`config.mk`:
```
export PLATFORM = sky130hd
export DESIGN_NAME = mult_share_ctrl
export DESIGN_NICKNAME = d
export VERILOG_FILES = /design/src/rtl/mult_share_ctrl.sv
export SDC_FILE = /design/constraint.sdc
export NUM_CORES = 1
export LEC_CHECK = 0
export BUFFER_PORTS_ARGS = -buffer_cell sky130_fd_sc_hd__buf_2
export CORE_MARGIN = 2
export CORE_UTILIZATION = 55
export DETAILED_ROUTE_END_ITERATION = 6
export GPL_ROUTABILITY_DRIVEN = 1
export GPL_TIMING_DRIVEN = 0
export PLACE_DENSITY_LB_ADDON = 0.12
export SLEW_MARGIN = 20
export SYNTH_ARGS = -nofsm -noshare
export SYNTH_HDL_FRONTEND = slang
export SYNTH_SLANG_ARGS = --single-unit
```
`constraint.sdc`:
```
create_clock -name clk -period 6.2 [get_ports clk]
set_clock_uncertainty 0.1 [all_clocks]
set_input_delay 0.31 -clock clk [delete_from_list [all_inputs] [get_ports clk]]
set_output_delay 0.31 -clock clk [all_outputs]
set_load 0.1 [all_outputs]
```
`src/rtl/mult_share_ctrl.sv`:
```
// rtl/mult_share_ctrl.sv - two-port round-robin shared 16-bit signed multiplier
// MULT_OVF_EN builds the full 32-bit product and drives res_ovf; otherwise res_ovf is tied to 0.
module mult_share_ctrl (
  input  logic        clk,
  input  logic        rst_n,
  input  logic        req0_valid,
  input  logic [15:0] req0_a,
  input  logic [15:0] req0_b,
  output logic        req0_ready,
  input  logic        req1_valid,
  input  logic [15:0] req1_a,
  input  logic [15:0] req1_b,
  output logic        req1_ready,
  output logic        res_valid,
  output logic [15:0] res_data,
  output logic        res_id,
  output logic        res_ovf,
  input  logic        res_ready
);

  typedef enum logic [1:0] {S_IDLE, S_CALC, S_DONE} state_t;

  state_t      state, state_nxt;
  logic        last_grant;
  logic        grant_any;
  logic        grant_id;
  logic [15:0] op_a, op_b;
  logic        op_id;
  logic [15:0] prod_lo;
  logic        prod_ovf;

`ifdef MULT_OVF_EN
  logic [31:0] prod_full;
  assign prod_full = {{16{op_a[15]}}, op_a} * {{16{op_b[15]}}, op_b};
  assign prod_lo   = prod_full[15:0];
  // Representable in 16 bits only when the top 17 bits are pure sign extension.
  assign prod_ovf  = !((&prod_full[31:15]) || !(|prod_full[31:15]));
`else
  assign prod_lo   = op_a * op_b;
  assign prod_ovf  = 1'b0;
`endif

  always_comb begin
    grant_id   = 1'b0;
    grant_any  = 1'b0;
    req0_ready = 1'b0;
    req1_ready = 1'b0;
    state_nxt  = state;
    if (req0_valid && req1_valid) grant_id = ~last_grant;
    else                          grant_id = req1_valid;
    case (state)
      S_IDLE: begin
        // Gated by rst_n so neither requester sees a handshake during reset.
        grant_any  = rst_n && (req0_valid || req1_valid);
        req0_ready = grant_any && !grant_id;
        req1_ready = grant_any && grant_id;
        if (grant_any) state_nxt = S_CALC;
      end
      S_CALC:  state_nxt = S_DONE;
      S_DONE:  if (res_ready) state_nxt = S_IDLE;
      default: state_nxt = S_IDLE;
    endcase
  end

  always_ff @(posedge clk) begin
    if (!rst_n) begin
      state      <= S_IDLE;
      last_grant <= 1'b1;
      op_a       <= 16'h0000;
      op_b       <= 16'h0000;
      op_id      <= 1'b0;
      res_valid  <= 1'b0;
      res_data   <= 16'h0000;
      res_id     <= 1'b0;
      res_ovf    <= 1'b0;
    end else begin
      state <= state_nxt;
      if (grant_any) begin
        op_a       <= grant_id ? req1_a : req0_a;
        op_b       <= grant_id ? req1_b : req0_b;
        op_id      <= grant_id;
        last_grant <= grant_id;
      end
      if (state == S_CALC) begin
        res_valid <= 1'b1;
        res_data  <= prod_lo;
        res_id    <= op_id;
        res_ovf   <= prod_ovf;
      end
      if (state == S_DONE && res_ready) res_valid <= 1'b0;
    end
  end

endmodule

```
==> results of run 1 <==
## worst max-delay path: stages, from the launching register on
cell	delay, ns
dfxtp_1	0.48
clkbuf_1	0.47
and2_1	0.22
fa_1	0.41
inv_1	0.09
fa_1	0.43
fa_1	0.43
fa_1	0.51
inv_1	0.07
fa_1	0.56
inv_1	0.05
fa_1	0.47
inv_1	0.04
ha_1	0.35
a21o_1	0.22
a21oi_1	0.13
nor2b_1	0.06
o21ai_0	0.14
nand2b_1	0.07
o41ai_1	0.08
xor2_1	0.29
a21oi_1	0.11
## logic make-up (layout without fill, tap and decap cells)
kind of cell,count (synthesis),in the layout,synth area share
compound gates,81,81,0.0889
xor+xnor,37,37,0.0574
fa+ha+maj,129,129,0.360
buf+inv,154,249,0.0989
flops,54,54,0.176
mux,32,32,0.0521
other cells,1,1,0.000610
simple gates,217,217,0.166
## final cells by class
type | instances | area, µm² | share of cell area
clock buffer | 5 | 68.8 | 0.0100
buffer | 39 | 180 | 0.0263
multi-input combinational | 497 | 4460 | 0.651
tap | 140 | 175 | 0.0256
clock inverter | 2 | 10.0 | 0.00146
inverter | 115 | 432 | 0.0630
sequential | 54 | 1080 | 0.158
timing repair buffer | 88 | 440 | 0.0643
## through the flow
stage               hold WS (ns)  setup WS, ns  std cells  instance area (µm²)
global route               0.174        0.0267        940                 6850
global placement           0.337         0.273        933                 6770
floorplan                  0.331         0.864        705                 6150
CTS                        0.168         0.148        940                 6840
finish                     0.161         0.276        940                 6850
detailed placement         0.345         0.168        933                 6770
## cell usage in the layout, fill, tap and decap left out, types with 2 or more instances in the layout
cell type	count
and2_1	68
clkinv_2	2
buf_4	4
nand3_1	3
ha_1	49
dfxtp_1	54
mux2i_1	32
o21a_1	3
clkbuf_8	5
o211ai_1	3
clkbuf_1	20
and2_2	2
inv_2	2
nand2b_1	3
a211oi_1	35
nor2_1	43
nand2_1	91
xnor2_2	2
o21ai_0	7
a21oi_1	21
o41ai_1	2
o31ai_1	2
nor2b_1	3
inv_1	113
a21o_1	3
clkbuf_2	4
buf_2	99
fa_1	80
xor2_1	9
xnor2_1	25
## sequential cells by signal, summed over array words and instances, names as in the netlist
name	flops
last_grant	1
res_id	1
res_data	16
op_id	1
res_valid	1
op_a	16
state	2
op_b	16
## repair_timing
item / CTS / global route
resized for setup: 0 / 6
endpoints found under the setup margin: 0 / 3
hold endpoints to repair: 0 / 0
hold buffers: 0 / 0
## metal layers
layer  routed length [µm]  part of all wire  vias up  GRT usage
li1                     -                 -     2379          -
met1                 6350              0.44     2352      0.332
met2                 6980              0.49      140      0.444
met3                  814             0.057       18     0.0421
met4                  238             0.017        0     0.0651
met5                    0                 0        -          0
## worst max-delay path by stage
stage,start,to,slack [ns],cells after the start
floorplan,op_b[1],res_data[14],0.86,22
global placement,op_b[1],res_data[14],0.27,22
detailed placement,op_b[1],res_data[14],0.17,22
CTS,op_b[1],res_data[14],0.15,22
global route,op_b[1],res_data[14],0.03,22
finish,op_a[4],res_data[14],0.28,21
## power breakdown
part	internal, µW	total, µW	switching, µW
combinational	204	557	353
sequential	379	417	38.5
clock	76.2	191	115
==> results.toml, run 1 <==
[die]
coreArea_um2 = 10900
initial_core_util = 0.565
die_h_um = 110
die-area_um2 = 12000
die_w_um = 110
design.portCount = 90
rows = 38

[synthesis]
syn-cell-area_um2 = 6150
syn_nets = 903
synthTopCellsByCount = "113 x inv_1, 91 x nand2_1, 80 x fa_1"
ys_types = 39
yosysTopAreaCell = "fa_1"
avgSynthCellArea_um2 = 8.72
synth_area_leaders = "fa_1 26%, dfxtp_1 18%, ha_1 10%, and2_1 6.9%, inv_1 6.9%"
syn_inst = 705
ys.flop_type = "dfxtp_1"
synth_edf_count = 0
synth_most_common_cell = "inv_1"
async_flop_share = 0
synth_top_area_share = 0.260
synth_warnings = 0
ys_seq_area_frac = 0.176
ys_ff_latch = 54

[finish]
fin_util = 0.629
drive_above_1_share = 0.155
fin_nets = 998
antennaDiodeCount = 0
syn2layout_area_growth_pct = 11.4
nFillCells = 955

[setup_path]
required_ns = 6.29
path_max_fanout = 10
criticalPathCategory = "reg -> reg"
r2r-end = "res_data[14]"
cp.arrival_ns = 6.01
ff2ff_setup_slack_ns = 0.28
worstSetupStartpointType = "register"
end_kind = "register"
r2r_start = "op_a[4]"
worstRegToRegCells = 21

[sta]
fmax_mhz = 169
finalSetupTns_ns = 0
fin_crit_sh = 0.956
relSlewSlack = 0.619
rsz0062_at_grt = "false"
drv_slew = 0
finalHoldViolations = 0
worstMarginPinSlew_ns = 0.564
setup_violations = 0
fin_crit_ns = 5.92

[global_routing]
gr-total-overflow = 0
grtUsageTotal = 0.256
antenna_found_initial = 0
grt_pass1_vias = 5061
grt_max_degree = 16
grt_pass1_wl_um = 23700

[drt]
firstDrtPassIters = 5
wl_um = 14400
vias = 4889
drc = 0
post_drt_via_cell_ratio = 5.20
drtAntennaViolNets = 0
routedWlPerCell_um = 15.3
drtIter0Drc = 201

[clock_tree]
cts.sink_count = 54
clk_latency_ns = 0.32
clk_pin_slew_ns = 0.10
cts_setup_buffers = 0
htreeDepth = 2
clk_path_buf_depth = 2
cts_root_buf = "clkbuf_8"
cts_tree = "built"
cts_buffers = 5

[placement]
port_buffers = 88
place_congestion = 0.878
dp_hpwl_um = 12000

[job]
drv_cap = 0

[min_path]
whs_endpoint = "res_data[7]"
min_from = "rst_n"
hold_class = "in -> reg"
holdPathStages = 2

[power]
irDropWorstVdd_v = 0.000202
p_per_area_nw_per_um2 = 170
p_leak_uw = 0.00327
power.total_uw = 1170

[status]
outcome = "completed"
Power figures use the tool's default switching activity.
==> run 2, diff against run 1 <==
Settings changed: RECOVER_POWER from default to 50.
==> run 2 against run 1 <==
Sequential power barely moved; global-route usage did not move; final cell count did not move; worst setup slack improved by 0.021 ns; count of clock-buffer cells in the layout did not move; sequential share of layout area rose by 0.070 points; die area did not move; sequential cell count did not move; critical path depth did not move; largest power group unchanged.
==> results.toml, run 2 (synthesized netlist as in run 1, its figures left out) <==
[setup_path]
worstSetupStartpointType = "register"
r2r_start = "op_a[4]"
path_max_fanout = 10
worstRegToRegCells = 21
r2r-end = "res_data[14]"
criticalPathCategory = "reg -> reg"
end_kind = "register"
required_ns = 6.29
ff2ff_setup_slack_ns = 0.30
cp.arrival_ns = 5.99

[global_routing]
antenna_found_initial = 0
grt_max_degree = 16
grtUsageMet1 = 0.332
gr-total-overflow = 0
grt_pass1_vias = 5061
grtUsageTotal = 0.256
grt_pass1_wl_um = 23700
grt-busiest-layer = "met2"
use_met2 = 0.444
grtUsageMet3 = 0.0421

[job]
drv_cap = 0

[clock_tree]
clk_pin_slew_ns = 0.10
cts_root_buf = "clkbuf_8"
postCtsHoldBufs = 0
clk_latency_ns = 0.32
clk_path_buf_depth = 2
htreeDepth = 2
cts_tree = "built"
cts_buffers = 5
cts.sink_count = 54

[status]
outcome = "completed"

[drt]
post_drt_via_cell_ratio = 5.21
drc = 0
vias = 4893
wl_um = 14400
drtAntennaViolNets = 0
drtIter0Drc = 213
routedWlPerCell_um = 15.3
firstDrtPassIters = 4

[placement]
place_congestion = 0.878
port_buffers = 88
dp_hpwl_um = 12000

[sta]
finalHoldViolations = 0
fmax_mhz = 169
hold_ws_ns = 0.162
drv_slew = 0
setup_violations = 0
relSlewSlack = 0.219
fin_crit_sh = 0.952
finalSetupTns_ns = 0
fin_crit_ns = 5.90
rsz0062_at_grt = "false"
worstMarginPinSlew_ns = 1.18

[finish]
drive_above_1_share = 0.126
final_cell_mix = "114 x inv_1, 91 x nand2_1, 80 x fa_1, 78 x buf_2, 66 x and2_1"
nFillCells = 969
reg.largest.list = "op_a (16), op_b (16), res_data (16)"
syn2layout_area_growth_pct = 10.9
antennaDiodeCount = 0
fin_nets = 998
layout_commonest_cell = "inv_1"

[die]
initial_core_util = 0.565
die_w_um = 110
die-area_um2 = 12000
design.portCount = 90
die_h_um = 110
coreArea_um2 = 10900
rows = 38

[min_path]
whs_endpoint = "res_data[7]"
min_from = "rst_n"
holdPathStages = 2
hold_class = "in -> reg"

[power]
irDropWorstVdd_v = 0.000202
p_leak_uw = 0.00318
p_per_area_nw_per_um2 = 170
-- run 2: what timing repair did --
| item | CTS | global route |
|---|---|---|
| setup endpoints to repair | 0 | 3 |
| gates resized for setup | 0 | 6 |
| setup buffers | 0 | 0 |
-- run 2: final cells by class --
type / instances / area, µm² / area share
Multi-Input combinational cell: 497 / 4460 / 0.654
Sequential cell: 54 / 1080 / 0.159
Inverter: 115 / 432 / 0.0633
Timing Repair Buffer: 88 / 418 / 0.0613
Tap cell: 140 / 175 / 0.0257
Buffer: 39 / 173 / 0.0253
Clock buffer: 5 / 68.8 / 0.0101
Clock inverter: 2 / 10.0 / 0.00147
-- run 2: routing by layer --
metal | vias to the layer above | wire length (µm)
li1 | 2382 | -
met5 | - | 0
met3 | 20 | 1000
met2 | 157 | 6980
met4 | 0 | 252
met1 | 2334 | 6130
-- run 2: metrics by stage --
stage / area [µm²] / power, µW / std cells / utilization / setup slack (ns)
5_1_grt: 6820 / 1240 / 940 / 0.626 / 0.0253
6_report: 6820 / 1160 / 940 / 0.626 / 0.297
3_3_place_gp: 6770 / 965 / 933 / 0.621 / 0.273
2_1_floorplan: 6150 / 817 / 705 / - / 0.864
4_1_cts: 6840 / 1170 / 940 / 0.629 / 0.148
3_5_place_dp: 6770 / 981 / 933 / 0.621 / 0.168
-- run 2: how the worst max path moves through the flow --
stage | depth (start not counted) | slack [ns] | from | end
after CTS | 22 | 0.15 | op_b[1] | res_data[14]
after floorplan | 22 | 0.86 | op_b[1] | res_data[14]
after global routing | 22 | 0.03 | op_b[1] | res_data[14]
final | 21 | 0.30 | op_a[4] | res_data[14]
after global placement | 22 | 0.27 | op_b[1] | res_data[14]
after detailed placement | 22 | 0.17 | op_b[1] | res_data[14]
-- run 2: power breakdown --
group          switching, µW  internal [µW]
clock network            114           76.1
registers               38.7            379
logic                    353            200
-- run 2: critical path: stages (launching register included) --
cell and delay (ns):
dfxtp_1 0.47, clkbuf_1 0.46, and2_1 0.22, fa_1 0.41
inv_1 0.08, fa_1 0.43, fa_1 0.43, fa_1 0.51
inv_1 0.07, fa_1 0.56, inv_1 0.05, fa_1 0.47
inv_1 0.04, ha_1 0.35, a21o_1 0.22, a21oi_1 0.13
nor2b_1 0.06, o21ai_0 0.14, nand2b_1 0.07, o41ai_1 0.08
xor2_1 0.29, a21oi_1 0.11
